==> src/rtl/debounce_multi.sv <==
// debounce_multi: N-channel switch/push-button debouncer.
//
// Each channel runs independently through:
//   - a 2-flop synchroniser (btn_in -> s1 -> s2),
//   - a stability counter that flips the debounced level once s2 has differed
//     from it for STABLE_CYCLES consecutive edges,
//   - registered one-cycle rise/fall event pulses,
//   - an optional long-press detector.
//
// Optional feature macro: DEBOUNCE_LONG_PRESS_EN
//   defined   : per-channel hold counter, long_press[i] high once btn_db[i] has
//               been high for LONG_CYCLES edges.
//   undefined : no hold counters are built and long_press is tied to 0.
//
// Parameters:
//   NUM_CH        number of channels (>= 1)
//   STABLE_CYCLES edges of stable disagreement needed to flip a level (>= 2)
//   RST_VAL       debounced level of every channel after reset
//   LONG_CYCLES   hold time for long_press (> STABLE_CYCLES)
//
// Ports:
//   clk        in   system clock, rising edge
//   rst        in   asynchronous active-high reset
//   btn_in     in   raw asynchronous inputs, bit i = channel i
//   btn_db     out  debounced levels
//   rise_pulse out  one-cycle pulse after btn_db[i] goes 0->1
//   fall_pulse out  one-cycle pulse after btn_db[i] goes 1->0
//   long_press out  high while channel has been debounced-high >= LONG_CYCLES

module debounce_multi #(
  parameter int unsigned NUM_CH        = 4,
  parameter int unsigned STABLE_CYCLES = 50000,
  parameter logic        RST_VAL       = 1'b0,
  parameter int unsigned LONG_CYCLES   = 1000000
) (
  input  logic              clk,
  input  logic              rst,
  input  logic [NUM_CH-1:0] btn_in,
  output logic [NUM_CH-1:0] btn_db,
  output logic [NUM_CH-1:0] rise_pulse,
  output logic [NUM_CH-1:0] fall_pulse,
  output logic [NUM_CH-1:0] long_press
);

  // Elaboration-time parameter sanity checks.
  if (NUM_CH < 1) begin : g_bad_num_ch
    $error("debounce_multi: NUM_CH must be at least 1");
  end
  if (STABLE_CYCLES < 2) begin : g_bad_stable
    $error("debounce_multi: STABLE_CYCLES must be at least 2");
  end
  if (LONG_CYCLES <= STABLE_CYCLES) begin : g_bad_long
    $error("debounce_multi: LONG_CYCLES must exceed STABLE_CYCLES");
  end

  localparam int unsigned     CntW   = $clog2(STABLE_CYCLES);
  // Terminal count: the flip happens on the edge that sees this value, so the
  // counter never needs to represent STABLE_CYCLES itself and cannot wrap.
  localparam logic [CntW-1:0] CntMax = CntW'(STABLE_CYCLES - 1);
  localparam logic [CntW-1:0] CntOne = CntW'(1);

  // ---------------------------------------------------------------------------
  // Synchroniser: the only logic that looks at btn_in.
  // ---------------------------------------------------------------------------
  logic [NUM_CH-1:0] s1_q;
  logic [NUM_CH-1:0] s2_q;

  always_ff @(posedge clk or posedge rst) begin
    if (rst) begin
      s1_q <= {NUM_CH{RST_VAL}};
      s2_q <= {NUM_CH{RST_VAL}};
    end else begin
      s1_q <= btn_in;
      s2_q <= s1_q;
    end
  end

  // ---------------------------------------------------------------------------
  // Stability counters and debounced levels.
  // ---------------------------------------------------------------------------
  logic [CntW-1:0]   cnt_q [NUM_CH];
  logic [CntW-1:0]   cnt_d [NUM_CH];
  logic [NUM_CH-1:0] db_q;
  logic [NUM_CH-1:0] db_d;
  logic [NUM_CH-1:0] flip;

  always_comb begin
    db_d = db_q;
    flip = '0;
    for (int i = 0; i < int'(NUM_CH); i++) begin
      cnt_d[i] = cnt_q[i];
      if (s2_q[i] == db_q[i]) begin
        // Any return to the current level abandons the partial count.
        cnt_d[i] = '0;
      end else if (cnt_q[i] == CntMax) begin
        cnt_d[i] = '0;
        db_d[i]  = s2_q[i];
        flip[i]  = 1'b1;
      end else begin
        cnt_d[i] = cnt_q[i] + CntOne;
      end
    end
  end

  always_ff @(posedge clk or posedge rst) begin
    if (rst) begin
      db_q <= {NUM_CH{RST_VAL}};
      for (int i = 0; i < int'(NUM_CH); i++) begin
        cnt_q[i] <= '0;
      end
    end else begin
      db_q <= db_d;
      for (int i = 0; i < int'(NUM_CH); i++) begin
        cnt_q[i] <= cnt_d[i];
      end
    end
  end

  assign btn_db = db_q;

  // ---------------------------------------------------------------------------
  // Event pulses: registered alongside the level, so a pulse is visible during
  // exactly the cycle in which the new level first appears. Reset forces both
  // low, so returning to RST_VAL through reset never produces an event.
  // ---------------------------------------------------------------------------
  logic [NUM_CH-1:0] rise_q;
  logic [NUM_CH-1:0] fall_q;
  logic [NUM_CH-1:0] rise_d;
  logic [NUM_CH-1:0] fall_d;

  always_comb begin
    rise_d = flip & db_d;
    fall_d = flip & ~db_d;
  end

  always_ff @(posedge clk or posedge rst) begin
    if (rst) begin
      rise_q <= '0;
      fall_q <= '0;
    end else begin
      rise_q <= rise_d;
      fall_q <= fall_d;
    end
  end

  assign rise_pulse = rise_q;
  assign fall_pulse = fall_q;

  // ---------------------------------------------------------------------------
  // Long-press detection.
  // ---------------------------------------------------------------------------
`ifdef DEBOUNCE_LONG_PRESS_EN
  localparam int unsigned      HoldW   = $clog2(LONG_CYCLES + 1);
  localparam logic [HoldW-1:0] HoldMax = HoldW'(LONG_CYCLES);
  localparam logic [HoldW-1:0] HoldOne = HoldW'(1);

  logic [HoldW-1:0]  hold_q [NUM_CH];
  logic [HoldW-1:0]  hold_d [NUM_CH];
  logic [NUM_CH-1:0] long_q;
  logic [NUM_CH-1:0] long_d;

  always_comb begin
    long_d = '0;
    for (int i = 0; i < int'(NUM_CH); i++) begin
      if (!db_q[i]) begin
        hold_d[i] = '0;
      end else if (hold_q[i] == HoldMax) begin
        // Saturate so a button held indefinitely keeps long_press asserted.
        hold_d[i] = hold_q[i];
      end else begin
        hold_d[i] = hold_q[i] + HoldOne;
      end
      // Registered from the next-state value so long_press tracks hold_q
      // exactly, without an extra cycle of lag.
      long_d[i] = (hold_d[i] == HoldMax);
    end
  end

  always_ff @(posedge clk or posedge rst) begin
    if (rst) begin
      long_q <= '0;
      for (int i = 0; i < int'(NUM_CH); i++) begin
        hold_q[i] <= '0;
      end
    end else begin
      long_q <= long_d;
      for (int i = 0; i < int'(NUM_CH); i++) begin
        hold_q[i] <= hold_d[i];
      end
    end
  end

  assign long_press = long_q;
`else
  assign long_press = '0;
`endif

endmodule

==> config.mk <==
export PLATFORM = sky130hd
export DESIGN_NAME = debounce_multi
export DESIGN_NICKNAME = d
export VERILOG_FILES = /design/src/rtl/debounce_multi.sv
export SDC_FILE = /design/constraint.sdc
export NUM_CORES = 1
export LEC_CHECK = 0
export BUFFER_PORTS_ARGS = -buffer_cell sky130_fd_sc_hd__buf_2
export CAP_MARGIN = 10
export CORE_UTILIZATION = 65
export CTS_CLUSTER_DIAMETER = 60
export DETAILED_ROUTE_END_ITERATION = 10
export PLACE_DENSITY = 0.84
export SLEW_MARGIN = 20
export SYNTH_ARGS = -nofsm -noshare
export SYNTH_HDL_FRONTEND = slang
export SYNTH_SLANG_ARGS = --single-unit
==> constraint.sdc <==
create_clock -name clk -period 5.75 [get_ports clk]
set_clock_uncertainty 0.05 [all_clocks]
set_input_delay 1.15 -clock clk [delete_from_list [all_inputs] [get_ports clk]]
set_output_delay 1.15 -clock clk [all_outputs]
set_load 0.01 [all_outputs]
# Word level (Yosys, flattened, before mapping)
# Index checks and enable logic that the tools add are counted.
[totals] register_bits=84
[op_classes] n_addsub=4 eq_ne=8 mux=24 n_bitwise=3
[ops] operator="16-bit two-way mux" count=8
[ops] operator="16-bit by 1-bit adder with 16-bit output, second input constant" count=4
[ops] operator="16-bit equality test, second input constant" count=4
[ops] operator="1-bit two-way mux" count=16
[ops] operator="4-bit bitwise AND" count=2
[ops] operator="1-bit equality test" count=4
[ops] operator="4-bit NOT" count=1

# Depth between registers and ports, before layout
[depth] ltp_word=5 mapped_depth=6 mapped_depth_nobuf=5

# Worst setup path before layout
# Ideal clock, no wire load.
[synth_timing] kind="register to output" from="reg db_q[0], in the netlist btn_db[0]" to="out btn_db[0]" arrival_ns=0.414 slack_ns=4.136 path_stages_with_launch=1 path_buffers=0 path_cell_list="dfrtp_1"
[synth_rtl] item="from (decl)" line_no="83" source="logic [NUM_CH-1:0] db_q;"
[synth_rtl] item="from (signal assigned)" line_no="107" source="db_q <= {NUM_CH{RST_VAL}};"
[synth_rtl] item="to (decl)" line_no="39" source="output logic [NUM_CH-1:0] btn_db,"
# No word-level cell between the ends.

# Worst setup path after layout
[layout_timing] from="reg db_q[3], in the netlist btn_db[3]" to="out btn_db[3]"
# No word-level cell between the ends.

==> summary.md <==
| Metric | Value |
|---|---|
| Status | `finished, final reports clean` |
| Max Fclk | `0.464 GHz` |
| Rows | `27` |
| Max FO, Critical Path | `5` |
| Synth warn | `0` |
| Routed via count | `2647` |
| Area leader, netlist | `dfrtp_1` |
| Critical path's top delay family | `flip-flops` |
| Reg2reg start | `cnt_q[0]` |
| Worst-Margin Slew | `0.610 ns` |
| CTS resizes | `0` |
| Slew headroom | `59.3%` |
| Clock period minus final worst setup slack | `2.16 ns` |
| Largest net degree at the start of global routing | `53` |
| Post-synth EDFFs | `0` |
| Die X | `78.3 um` |
| Crit-path cells | `buf_2` |
| Asr flop ratio synth | `100%` |
| Die H | `78.3 um` |
| Total Power | `1070 uW` |
| Final nets | `393` |
| Skew-Pair Late Insertion Delay | `0.35 ns` |
| CP Launch Point | `btn_db[3]` |
| Period utilization | `37.5%` |
| Worst path depth | `1` |
| Worst setup endpoint | `btn_db[3]` |
| Gp weighted congestion | `0.816` |
| Synth cell types | `29` |
| Worst path max stage delay | `0.44 ns` |
| Final wirelength | `6540 um` |
| WS Path Type | `reg2out` |
| Seq cells post-synth | `84` |
| Full die area | `6140 um2` |
| Htree depth | `3` |
| FF-to-FF End | `cnt_q[7]` |
| Final ANT Viol Nets | `0` |
| Critical path data arrival time | `0.96 ns` |
| Core ar. | `5570 um2` |
| Final hold slack | `0.304 ns` |
| CTS tree | `built` |
| Syn Area/Cell | `10.5 um2` |
| Synthesis-to-finish area growth | `9.28%` |
| Critical Path Slowest Stage Cell | `dfrtp_1` |
| Reg clk slew, reported paths | `0.09 ns` |
| Layout cells sized above 1 | `10.8%` |
| Leakage power | `0.00174 uW` |
| RSZ-0062 raised after global routing | `false` |
| Setup violators final | `0` |
| PwrDens | `259 nW/um2` |
| Worst endpoint required time | `4.55 ns` |
| Vias in the first global route | `2571` |
| Synth area leaders | `dfrtp_1, xnor2_1, nor2_1, nand4_1, nand3_1` |
| PortBufs | `17` |
| Hpwl dp | `4400 um` |
| Num Clock Sinks | `84` |
| Synth Flop Type | `dfrtp_1` |
| Drt pass-1 iters | `4` |
| Post-route setup slack | `3.59 ns` |
| Hold-fix buffers, CTS | `0` |
| Place WS | `3.41 ns` |
| DRC | `0` |
| Initial Util | `67.9%` |
| Worst Setup Start Kind | `register` |
| Max-cap violations | `0` |
| Global route total overflow | `0` |
| Fin. Hold Viols | `0` |
| Post-Route Setup TNS | `0 ns` |
| Num CTS Buffers | `9` |
| Fin. max-slew vios | `0` |
| Max IR drop VDD | `0.000219 V` |
| Seq/Total Area, Yosys | `55.5%` |
| Antenna violations before repair | `0` |
| WL per Instance | `14.2 um` |
| Crit path buf inv count | `1` |
| Synthesized cell area | `3790 um2` |
| N_diodes | `0` |
| Post-CTS setup buffers | `0` |
| Vias/cell | `5.75` |
| GRT Util Overall | `24.4%` |
| Root Buffer | `clkbuf_8` |
| Setup slack, reg-to-reg | `3.79 ns` |
| Hold Crit Depth | `0` |
| Synth cell count leaders | `dfrtp_1, nor2_1, xnor2_1` |
| Top Ports | `22` |
| Worst setup EP type | `output pin` |
| Finished Core Util | `74.3%` |
| Yosys top cell area share | `55.5%` |
| Syn Inst Count | `359` |
| R2R depth | `5` |
| First-pass GRT wire length | `11500 um` |
| Tightest Hold Check Type | `reg2reg` |
| Max Buffers Root-to-Sink | `2` |
| Initial DRC count | `148` |
| Most numerous cell in the Yosys netlist | `dfrtp_1` |
-- layout make-up --
cell class / instances / area [um2]
fill: 378 / 1440
inverter: 12 / 46.3
tap: 72 / 90.1
clock inverter: 7 / 82.6
multi-input combinational: 258 / 1600
clock buffer: 9 / 124
timing repair buffer: 18 / 92.6
sequential: 84 / 2100
-- stage by stage --
stage,instance area [um2],cells
2_1_floorplan,3800,362
3_3_place_gp,3930,444
3_5_place_dp,3930,444
4_1_cts,4140,460
5_1_grt,4140,460
6_report,4140,460
-- sequential cells by signal, summed over array words and instances, names as in the netlist --
name        flops
fall_pulse      4
rise_pulse      4
s2_q            4
btn_db          4
cnt_q          64
s1_q            4
-- cell usage in the layout (no fill, tap or decap), drive strengths merged --
cell	count
and4	1
nand2	15
or3	1
o21ai	1
ha	4
dfrtp	84
o31ai	1
and3	8
buf	18
clkinv	4
nor2	66
nor2b	1
nand3	22
nor3b	8
nor4bb	8
a31o	1
mux2	4
nand4	19
or2	1
nor4	15
clkbuf	9
nor4b	3
xnor2	45
inv	14
a21oi	3
xor2	12
bufinv	1
conb	4
nor3	14
or4	1
-- metal layers --
metal  part of all wire [%]  GRT usage (%)
met3                    4.2           6.86
met1                     45           31.7
met4                    1.1           8.70
met2                     50           39.6
met5                      0              0
-- power breakdown --
part,leakage [uW],switching (uW),internal [uW]
clock,0.000105,223,207
combinational,0.000487,24.2,9.18
sequential,0.00115,9.56,600
-- cells by family after synthesis --
logic type / Yosys count / synth area share (%)
DFF: 84 / 55.5
adders and majority gates: 4 / 1.32
buffers and inverters: 20 / 2.51
muxes: 4 / 1.19
AOI/OAI and AO/OA: 6 / 0.958
and+or+nand+nor: 183 / 25.2
xor gates and xnor gates: 57 / 13.2
other: 1 / 0.0990
-- worst min-delay path by stage --
stage | startpoint | endpoint | slack [ns]
3_5_place_dp | s1_q[3] | s2_q[3] | 0.29
2_1_floorplan | s1_q[0] | s2_q[0] | 0.28
3_3_place_gp | s1_q[1] | s2_q[1] | 0.28
5_1_grt | s1_q[3] | s2_q[3] | 0.32
6_report | s1_q[3] | s2_q[3] | 0.30
4_1_cts | s1_q[3] | s2_q[3] | 0.31
No activity file was read; power rests on OpenSTA's default activity.
